## config.mk

```make
export PLATFORM = sky130hd
export DESIGN_NAME = dlbf_slave_capture_ctrl
export DESIGN_NICKNAME = d
export VERILOG_FILES = /design/src/rtl/dlbf_slave_capture_ctrl.sv
export SDC_FILE = /design/constraint.sdc
export NUM_CORES = 1
export LEC_CHECK = 0
export ABC_AREA = 1
export BUFFER_PORTS_ARGS = -buffer_cell sky130_fd_sc_hd__buf_2
export CORE_MARGIN = 2
export CORE_UTILIZATION = 63
export DETAILED_ROUTE_END_ITERATION = 6
export PLACE_DENSITY = 0.88
export SYNTH_ARGS = -nofsm -noshare
export SYNTH_HDL_FRONTEND = slang
export SYNTH_SLANG_ARGS = --single-unit
```

## constraint.sdc

```tcl
create_clock -name s_axis_clk -period 11.2 [get_ports s_axis_clk]
set_clock_uncertainty 0.1 [all_clocks]
set_input_delay 1.12 -clock s_axis_clk [delete_from_list [all_inputs] [get_ports s_axis_clk]]
set_output_delay 1.12 -clock s_axis_clk [all_outputs]
set_load 0.005 [all_outputs]
```

## src/rtl/dlbf_slave_capture_ctrl.sv

```systemverilog
// Capture sequencer for the DLBF slave: moves 64-bit stream beats into the sample RAM
// over niter blocks of block_size 32-bit words, checking TLAST framing against the count.
module dlbf_slave_capture_ctrl #(
  parameter int DATA_W = 64,
  parameter int ADDR_W = 12
) (
  input  logic                  s_axis_clk,
  input  logic                  s_axis_rst,
  input  logic [7:0]            cfg_niter,
  input  logic [15:0]           cfg_block_size,
  input  logic                  ctrl_start,
  input  logic                  ctrl_abort,
  input  logic [DATA_W-1:0]     s_axis_tdata,
  input  logic [DATA_W/8-1:0]   s_axis_tkeep,
  input  logic                  s_axis_tvalid,
  input  logic                  s_axis_tlast,
  output logic                  s_axis_tready,
  output logic                  ram_we,
  output logic [ADDR_W-1:0]     ram_addr,
  output logic [DATA_W-1:0]     ram_wdata,
  output logic [DATA_W/8-1:0]   ram_wstrb,
  output logic                  sts_busy,
  output logic                  sts_done,
  output logic                  sts_err_tlast,
  output logic                  sts_err_cfg,
  output logic [7:0]            sts_blk_cnt
);

  localparam logic [23:0] CAP_BEATS = 24'd1 << ADDR_W;

  typedef enum logic [1:0] {
    ST_IDLE = 2'd0,
    ST_RUN  = 2'd1,
    ST_DONE = 2'd2
  } state_t;

  state_t              state_r;
  logic [7:0]          niter_r;
  logic [15:0]         bpb_r;
  logic [15:0]         beat_in_blk_r;
  logic [ADDR_W-1:0]   addr_r;

  logic [15:0]         bpb_s;
  logic [23:0]         total_s;
  logic                cfg_bad_s;
  logic                hs_s;
  logic                last_beat_s;
  logic                final_blk_s;

  // Derived schedule from the live config (only consumed on the start cycle) and beat decode.
  always_comb begin
    bpb_s       = 16'((17'(cfg_block_size) + 17'd1) >> 1);
    total_s     = 24'(cfg_niter) * 24'(bpb_s);
    cfg_bad_s   = (cfg_niter == 8'd0) || (cfg_block_size == 16'd0) || (total_s > CAP_BEATS);
    hs_s        = s_axis_tvalid && s_axis_tready;
    last_beat_s = (beat_in_blk_r == (bpb_r - 16'd1));
    final_blk_s = ((sts_blk_cnt + 8'd1) == niter_r);
  end

  // Capture FSM, RAM write port register and status bank.
  always_ff @(posedge s_axis_clk or posedge s_axis_rst) begin
    if (s_axis_rst) begin
      state_r       <= ST_IDLE;
      niter_r       <= 8'd0;
      bpb_r         <= 16'd0;
      beat_in_blk_r <= 16'd0;
      addr_r        <= '0;
      s_axis_tready <= 1'b0;
      ram_we        <= 1'b0;
      ram_addr      <= '0;
      ram_wdata     <= '0;
      ram_wstrb     <= '0;
      sts_busy      <= 1'b0;
      sts_done      <= 1'b0;
      sts_err_tlast <= 1'b0;
      sts_err_cfg   <= 1'b0;
      sts_blk_cnt   <= 8'd0;
    end else begin
      // A beat the upstream saw accepted is always written, even under abort.
      ram_we <= 1'b0;
      if (hs_s) begin
        ram_we    <= 1'b1;
        ram_addr  <= addr_r;
        ram_wdata <= s_axis_tdata;
        ram_wstrb <= s_axis_tkeep;
      end

      if (ctrl_abort) begin
        state_r       <= ST_IDLE;
        s_axis_tready <= 1'b0;
        sts_busy      <= 1'b0;
        sts_done      <= 1'b0;
      end else begin
        case (state_r)
          ST_IDLE, ST_DONE: begin
            if (ctrl_start) begin
              niter_r       <= cfg_niter;
              bpb_r         <= bpb_s;
              beat_in_blk_r <= 16'd0;
              addr_r        <= '0;
              sts_blk_cnt   <= 8'd0;
              sts_err_tlast <= 1'b0;
              if (cfg_bad_s) begin
                state_r       <= ST_DONE;
                sts_err_cfg   <= 1'b1;
                sts_done      <= 1'b1;
                sts_busy      <= 1'b0;
                s_axis_tready <= 1'b0;
              end else begin
                state_r       <= ST_RUN;
                sts_err_cfg   <= 1'b0;
                sts_done      <= 1'b0;
                sts_busy      <= 1'b1;
                s_axis_tready <= 1'b1;
              end
            end
          end
          ST_RUN: begin
            if (hs_s) begin
              addr_r <= addr_r + {{(ADDR_W-1){1'b0}}, 1'b1};
              // Block boundaries come from the beat count; TLAST is only checked against it.
              if (last_beat_s) begin
                beat_in_blk_r <= 16'd0;
                sts_blk_cnt   <= sts_blk_cnt + 8'd1;
                if (!s_axis_tlast) begin
                  sts_err_tlast <= 1'b1;
                end
                if (final_blk_s) begin
                  state_r       <= ST_DONE;
                  s_axis_tready <= 1'b0;
                  sts_busy      <= 1'b0;
                  sts_done      <= 1'b1;
                end
              end else begin
                beat_in_blk_r <= beat_in_blk_r + 16'd1;
                if (s_axis_tlast) begin
                  sts_err_tlast <= 1'b1;
                end
              end
            end
          end
          default: begin
            state_r       <= ST_IDLE;
            s_axis_tready <= 1'b0;
            sts_busy      <= 1'b0;
            sts_done      <= 1'b0;
          end
        endcase
      end
    end
  end

endmodule

```

==> qor.csv, run 1 <==
metric;value;unit
preCtsSetupSlack;4170;ps
antenna_cells;0;
r2r-start;state_r[0]$_DFFE_PP0P_;
post-route-util;73.3;%
reg2regPathDepth;14;
cts_resized;0;
final_cell_mix;nand2_1 (553), inv_1 (258), buf_2 (199), nor2_1 (183), dfrtp_1 (149);
clk-insertion-delay-late;420;ps
wl_per_cell;15.2;µm
cpMaxStageDelayCell;xor2_1;
slew_headroom;29.4;%
cap_violations;0;
cts_tree;done;
numCtsBuffers;17;
tightestPinTransition;1060;ps
hold_viol_final;0;
die_y;142;µm
period_share;59.4;%
final_design_area_no_fill;13700;µm²
portBuffers;199;
cts_hold_buf;0;
drive_gt1_share;15.2;%
cts_setup_buffers;0;
hold_path_end;ram_wstrb[0]$_DFFE_PP0P_;
startpoint;cfg_block_size[2];
io-pin-count;200;
final_net_count;2063;
p_leak;7.91;nW
cp_data_arrival_time;6870;ps
overflow;0;
critPathRequiredTime;11420;ps
area_growth;14.3;%
antenna_found_initial;0;
rr_endpoint;addr_r[8]$_DFFE_PP0P_;
hpwl;24100;µm
min_path_type;flop to flop;
start_kind;input port;
rsz0062_at_grt;no;
synth_area_per_cell;7.27;µm²
grtUsageTotal;32.1;%
syn_nets;1886;
die-area;20100;µm²
cp_max_fo;9;
synthFlopType;dfrtp_1;
cts_root_buf;clkbuf_16;
status;finished clean;
cts_sinks;149;
irDropWorstVdd;0.152;mV
instances_no_fill;2073;
max_freq;0.150;GHz
crit_path_end_kind;flop;
floorplan.initialDensity;64.1;%
htreeDepth;4;
crit_top_cell;nand2_1;
netlist_area;12000;µm²
finalCriticalPeriod;6660;ps
ant_nets;0;
cellPowerDensity;180;nW/µm²
maxSlewViolCount;0;
setup_viol;0;
via_per_inst;5.43;
wirelength;31500;µm
num_rows;50;
finalPower;2.46;mW
grt_pass1_vias;10955;
path_class;input port to flop;
dr.first_iter.drc_count;927;
gp_congestion;0.969;
via_count;11255;
max_stage_delay;590;ps
fin_ws;4540;ps
die_w;142;µm
clk_pin_slew;60;ps
worstHoldPathCells;2;
drc;0;
syn_inst;1650;
yosys_warnings;0;
drt_pass1_iterations;6;
synth_edf_count;0;
ys_seq_area_share;31.1;%
rrSetupSlack;7710;ps
ys_async_sr_fraction;100;%
synthDistinctLibCells;42;
core-area;18700;µm²
placed_cells_incl_taps;2042;
dpl-instance-area;13100;µm²
fin_setup_tns;0;ps
fin_hold_ws;373;ps
synth_seq_cells;149;
layout_commonest_cell;nand2_1;
hp-start;ram_wstrb[0]$_DFFE_PP0P_;
grt_max_degree;84;
grt_pass1_wl;52200;µm
cts_buffer_depth;2;
==> cell usage after synthesis (7+ instances only) <==
library cell / n / area (µm²)
a21oi_1: 33 / 165
buf_2: 8 / 40.0
clkbuf_1: 28 / 105
dfrtp_1: 149 / 3730
fa_1: 84 / 1680
ha_1: 50 / 626
inv_1: 260 / 976
nand2_1: 553 / 2080
nand3_1: 82 / 410
nand3b_1: 16 / 120
nand4_1: 32 / 200
nor2_1: 183 / 687
nor2_2: 8 / 50.1
nor3_1: 13 / 65.1
o21ai_0: 49 / 245
o21ai_2: 9 / 78.8
or2_2: 7 / 43.8
xnor2_1: 7 / 61.3
xor2_1: 20 / 175
==> per-layer routing <==
layer | part of all wire (%) | global-route usage [%] | vias to the layer above
met5 | 0 | 0 | -
met4 | 3.4 | 13.3 | 0
li1 | - | - | 5408
met2 | 50 | 55.3 | 500
met3 | 7.2 | 5.69 | 92
met1 | 40 | 40.3 | 5255
==> power by group <==
group	switching, mW	leakage [nW]	internal [mW]	total (mW)
clock network	0.238	0.285	0.334	0.572
registers	0.0346	2.04	0.591	0.625
logic	0.811	5.59	0.457	1.27
==> how the worst max path moves through the flow <==
stage	end	slack [ps]	cells past startpoint
after floorplan	sts_done$_DFFE_PP0P_	5030	28
after global placement	sts_done$_DFFE_PP0P_	4300	30
after detailed placement	sts_done$_DFFE_PP0P_	4170	30
after CTS	sts_done$_DFFE_PP0P_	4590	30
after global routing	sts_done$_DFFE_PP0P_	4060	30
final	sts_done$_DFFE_PP0P_	4540	30
==> final cells by class <==
type,count,area [µm²]
fillers,1445,5000
clock inverters,14,168
clock buffers,17,425
well taps,234,293
multi-input cells,1193,7070
flip-flops and latches,149,3730
inverters,263,992
repair buffers,203,1030
==> cells by family after synthesis <==
family	count (synthesis)	share of synthesized area, %
and+or+nand+nor	928	32.7
DFF	149	31.1
AOI/OAI and AO/OA	101	4.64
adders and majority gates	134	19.2
xor gates and xnor gates	30	2.38
buffers and inverters	308	9.91
==> critical path: cells and delay by family <==
| kind | cells | cell delay, ps |
|---|---|---|
| XOR/XNOR | 1 | 590 |
| adder cells (fa/ha/maj) | 5 | 2460 |
| buffers and inverters | 5 | 350 |
| AND/OR/NAND/NOR | 19 | 2370 |
==> registers in the layout, summed over array words and instances, names as in the netlist <==
register,flops
niter_r,8
addr_r,12
ram_addr,12
sts_done,1
sts_err_cfg,1
sts_err_tlast,1
state_r,1
bpb_r,16
sts_blk_cnt,8
ram_wdata,64
ram_wstrb,8
ram_we,1
beat_in_blk_r,16
Power figures use the tool's default switching activity.
==> inputs of run 2 (changes only) <==
Settings changed: CORE_UTILIZATION 63 to 53, PLACE_DENSITY 0.88 to 0.79.
Clock period 11.2 ns to 5.6 ns, I/O delays scaled along.
==> run 2 against run 1 <==
- setup slack got worse by 4500 ps
- wire length increased by 7.8%
- via count increased by 2.6%
- largest power group unchanged
- count of clock-buffer cells in the layout unchanged
- highest routed layer is now met5
==> qor.csv, run 2 (synthesis gave the netlist of run 1 again) <==
metric;value;unit;change
top_regs;ram_wdata (64), beat_in_blk_r (16), bpb_r (16);;
die_w;154;µm;+8.8%
clk_pin_slew;70;ps;about the same
wl_per_cell;15.2;µm;+0.29%
layout_commonest_cell;nand2_1;;
tightestPinTransition;1200;ps;+144 ps
overflow;0;;unchanged
post-route-util;67.7;%;-5.6 points
final_cell_mix;nand2_1 (514), inv_1 (247), buf_2 (196), nor2_1 (160), dfrtp_1 (149);;
portBuffers;199;;unchanged
largest_reg_flops;64;;unchanged
die_y;154;µm;+8.8%
via_count;11548;;+2.6%
cap_violations;0;;unchanged
irDropWorstVdd;0.390;mV;+160%
via_per_inst;5.18;;-4.6%
cts_tree;done;;
cp_data_arrival_time;5730;ps;-1140 ps
instances_no_fill;2229;;+7.5%
grtUsageTotal;28.0;%;-4.1 points
cts_sinks;149;;unchanged
ant_nets;0;;unchanged
dpl-instance-area;13900;µm²;+5.7%
dr.first_iter.drc_count;781;;-16%
setup_viol;0;;unchanged
p_leak;8.48;nW;+7.1%
pwr-share-comb;60.3;%;+8.9 points
cellPowerDensity;394;nW/µm²;+120%
floorplan.initialDensity;53.4;%;-11 points
crit_path_end_kind;flop;;
final_net_count;2164;;+4.9%
io-pin-count;200;;unchanged
numCtsBuffers;17;;unchanged
min_path_type;input port to asynchronous set/reset pin;;
max_stage_delay;530;ps;-60 ps
area_growth;26.7;%;
grt_pass1_vias;10954;;-0.0091%
cpMaxStageDelayCell;fa_1;;
drt_pass1_iterations;6;;unchanged
clkPwrFrac;18.8;%;-4.4 points
maxSlewViolCount;0;;unchanged
slew_headroom;19.9;%;-9.5 points
start_kind;input port;;
regMostFlops;ram_wdata;;
htreeDepth;4;;unchanged
grt_pass1_wl;53300;µm;+2.1%
placed_cells_incl_taps;2183;;+6.9%
wirelength;33900;µm;+7.8%
core-area;22400;µm²;+20%
cp_max_fo;5;;-4
p_seq_share;20.9;%;-4.5 points
final_design_area_no_fill;15200;µm²;+11%
die-area;23800;µm²;+18%
fin_hold_ws;187;ps;-185 ps
cts_buffer_depth;2;;unchanged
finalCriticalPeriod;5510;ps;
gp_congestion;0.995;;+2.7%
status;finished clean;;
cts_hold_buf;0;;unchanged
drc;0;;unchanged
num_rows;55;;+10%
clk-insertion-delay-late;440;ps;+20 ps
max_freq;0.181;GHz;
grt_max_degree;96;;+14%
path_class;input port to flop;;
finalPower;5.98;mW;+140%
hold_viol_final;0;;unchanged
critPathRequiredTime;5820;ps;-5600 ps
period_share;98.4;%;
hpwl;26200;µm;+8.7%
switching_share;45.2;%;+1.3 points
p_sw;2.70;mW;+150%
internal_power;3.28;mW;+140%
drive_gt1_share;25.6;%;+10 points
rsz0062_at_grt;yes;;
cts_root_buf;clkbuf_16;;
antenna_found_initial;5;;+5
run 2: path summary, 6_finish.rpt:
kind	endpoint	slack, ps	startpoint	cells past startpoint
setup / recovery	sts_done$_DFFE_PP0P_	90	cfg_block_size[1]	32
hold / removal	ram_wdata[21]$_DFFE_PP0P_	190	s_axis_rst	2
setup reg to reg	addr_r[8]$_DFFE_PP0P_	2320	state_r[0]$_DFFE_PP0P_	16
hold reg to reg	addr_r[9]$_DFFE_PP0P_	370	addr_r[9]$_DFFE_PP0P_	1
max in group asynchronous	ram_wdata[52]$_DFFE_PP0P_	3960	s_axis_rst	3
min in group s_axis_clk	ram_wdata[32]$_DFFE_PP0P_	220	s_axis_tdata[32]	3
run 2: area by class of cell:
cell class | count | area [µm²]
clock inverter | 15 | 160
fill | 1841 | 7240
tap | 285 | 357
antenna | 3 | 7.51
multi-input combinational | 1193 | 7710
timing repair buffer | 304 | 1810
sequential | 149 | 3730
clock buffer | 17 | 425
inverter | 263 | 997
run 2: metal layers:
layer	up-vias	global-route usage, %	part of all wire (%)
li1	5614	-	-
met1	5419	35.4	41
met2	411	47.9	48
met3	100	5.46	6.7
met4	4	10.5	3.7
met5	-	0	0.088
run 2: power groups by stage:
stage | Sequential [mW] | Clock (mW) | Combinational (mW)
after CTS | 1.25 | 1.13 | 2.90
final | 1.25 | 1.12 | 3.61
after detailed placement | 1.27 | 0 | 2.84
after global placement | 1.26 | 0 | 2.82
after floorplan | 1.27 | 0 | 1.83
after global routing | 1.26 | 1.18 | 3.98
run 2: through the flow:
step,setup slack (ps),setup TNS [ps]
2_1_floorplan,0.309,0
3_3_place_gp,-532,-1490
3_5_place_dp,-565,-1620
4_1_cts,-11.1,-11.1
5_1_grt,-155,-439
6_report,89.0,0
run 2: timing repair:
item                       CTS  global route
setup endpoints to repair    3             3
gates resized for setup     15           146
buffers inserted             4             7
pin swaps                    5            87
run 2: critical path, delay by kind of cell:
kind	cells	cell delay (ps)
simple gates	20	2270
compound gates	1	180
buf+inv	5	320
fa+ha+maj	6	2370
==> inputs of run 3 (changes only) <==
Settings changed: CORE_MARGIN 2 to unset.
==> run 3 against run 2 <==
- the run now ends with DRC, setup timing left
- clock power is essentially flat
- maximum frequency decreased by 4.2%
- combinational power grew 9.7%
- cell count up 1.1%
- register-to-register slack lost 200 ps
- setup slack worse by 240 ps
- power increased by 6.2%
- wire length up 5.2%
- non-clock buffer count up 32
- sequential cell count is the same
- hold slack gained 35 ps
- design area increased by 3.7%
- highest routed layer unchanged
==> qor.csv, run 3 (synthesis gave the netlist of run 1 again) <==
metric;value;unit;change
status;complete, but fails checks;;
failed_checks;DRC, setup timing;;
max_stage_delay;490;ps;-40 ps
slew_headroom;21.2;%;+1.3 points
start_kind;input port;;
via_count;11920;;+3.2%
finalPower;6.35;mW;+6.2%
grtUsageTotal;30.2;%;+2.2 points
floorplan.initialDensity;54.4;%;+0.99 points
wirelength;35700;µm;+5.2%
cts_root_buf;clkbuf_16;;
p_leak;8.71;nW;+2.7%
overflow;0;;unchanged
cts_tree;done;;
ant_nets;0;;unchanged
via_per_inst;5.29;;+2.1%
io-pin-count;200;;unchanged
r2r-start;state_r[0]$_DFFE_PP0P_;;
core-area;22000;µm²;-1.8%
num_rows;54;;-1.8%
hold_path_end;ram_wdata[22]$_DFFE_PP0P_;;
path_delay_family;adder cells;;
crit_top_cell;nand2_1;;
worstHoldPathCells;3;;
area_growth;31.4;%;
drt_pass1_iterations;7;;+1
grt_max_degree;122;;+27%
final_design_area_no_fill;15800;µm²;+3.7%
numCtsBuffers;17;;unchanged
cts_buffer_depth;2;;unchanged
clk_pin_slew;80;ps;about the same
irDropWorstVdd;0.389;mV;-0.30%
antenna_found_initial;2;;-3
largest_reg_flops;64;;unchanged
cellPowerDensity;403;nW/µm²;+2.4%
wl_per_cell;15.8;µm;+4.0%
tightestPinTransition;1180;ps;-21.1 ps
htreeDepth;4;;unchanged
hold_viol_final;0;;unchanged
hp-start;s_axis_tdata[22];;
drive_gt1_share;28.7;%;+3.1 points
gp_congestion;0.943;;-5.2%
rsz0062_at_grt;yes;;
placed_cells_incl_taps;2186;;+0.14%
path_class;input port to flop;;
grt_pass1_vias;11618;;+6.1%
die-area;23200;µm²;-2.6%
max_freq;0.174;GHz;-4.2%
maxSlewViolCount;0;;unchanged
layout_commonest_cell;nand2_1;;
period_share;103;%;+4.3 points
path_buf_inv;7;;+2
cp_data_arrival_time;5980;ps;+250 ps
final_net_count;2196;;+1.5%
final_cell_mix;nand2_1 (506), inv_1 (244), buf_2 (197), dfrtp_1 (149), nor2_1 (144);;
fin_hold_ws;222;ps;+34.6 ps
regMostFlops;ram_wdata;;
rrSetupSlack;2120;ps;-200 ps
critPathRequiredTime;5820;ps;about the same
cts_sinks;149;;unchanged
drc;28;;+28
cap_violations;0;;unchanged
dpl-instance-area;13900;µm²;+0.39%
crit_path_end_kind;flop;;
instances_no_fill;2254;;+1.1%
hpwl;26100;µm;-0.18%
min_path_type;input port to flop;;
cts_hold_buf;0;;unchanged
dr.first_iter.drc_count;883;;+13%
die_y;152;µm;-1.3%
cpMaxStageDelayCell;fa_2;;
portBuffers;199;;unchanged
setup_viol;3;;+3
die_w;152;µm;-1.3%
fin_ws;-153;ps;-242 ps
clk-insertion-delay-late;430;ps;about the same
rr_endpoint;addr_r[7]$_DFFE_PP0P_;;
finalCriticalPeriod;5750;ps;+242 ps
top_regs;ram_wdata (64), beat_in_blk_r (16), bpb_r (16);;
reg2regPathDepth;10;;-6
cp_max_fo;7;;+2
grt_pass1_wl;56100;µm;+5.3%
fillers;1668;;-9.4%
fin_setup_tns;-252;ps;-252 ps
[run 3: changes by cell type in the layout (fill, tap and decap cells not counted), sizes merged]
cell | before | now
diode | 3 | 1
buf | 304 | 336
clkinv | 4 | 7
inv | 271 | 268
[run 3: report_power, final]
group          switching [mW]  internal [mW]  total [mW]
clock                   0.538          0.606        1.14
sequential             0.0688           1.18        1.25
combinational            2.26           1.70        3.96
total                    2.87           3.48        6.35
[run 3: repair_timing]
item,4_1_cts,5_1_grt
setup buffers,18,19
resized for setup,93,132
pin swaps,63,101
setup endpoints to repair,3,3
[run 3: tightest hold or removal path, cell delays in order]
cell and delay, ps:
buf_2 70, nand2_1 40, nand2_1 40
[run 3: metrics by stage]
step / worst slack [ps] / util [%]
floorplan: 0.309 / -
global placement: -655 / 63.2
detailed placement: -752 / 63.2
CTS: 13.3 / 68.5
global route: -319 / 71.5
finish: -153 / 71.5
[run 3: how the worst max path moves through the flow]
stage                                end               from  cells after the start  slack [ps]
floorplan           sts_done$_DFFE_PP0P_  cfg_block_size[0]                     30         0.3
global placement    sts_done$_DFFE_PP0P_  cfg_block_size[0]                     31        -660
detailed placement  sts_done$_DFFE_PP0P_  cfg_block_size[0]                     31        -750
CTS                 sts_done$_DFFE_PP0P_  cfg_block_size[1]                     33          10
global route        sts_done$_DFFE_PP0P_  cfg_block_size[0]                     31        -320
finish              sts_done$_DFFE_PP0P_  cfg_block_size[0]                     31        -150
[run 3: area by class of cell]
class	count	area (µm²)	share of cell area (%)
Antenna cell	1	2.50	0.0159
Clock buffer	17	425	2.70
Clock inverter	15	184	1.17
Inverter	263	1000	6.37
Multi-Input combinational cell	1193	7960	50.5
Sequential cell	149	3730	23.7
Tap cell	280	350	2.22
Timing Repair Buffer	336	2100	13.3
[run 3: layer usage]
metal / track usage, % / routed length (µm) / part of all wire (%) / up-vias
met5: 0 / 13 / 0.036 / -
met3: 5.57 / 2490 / 7.0 / 105
met1: 37.8 / 14200 / 40 / 5617
li1: - / - / - / 5681
met2: 51.3 / 17500 / 49 / 515
met4: 12.8 / 1540 / 4.3 / 2
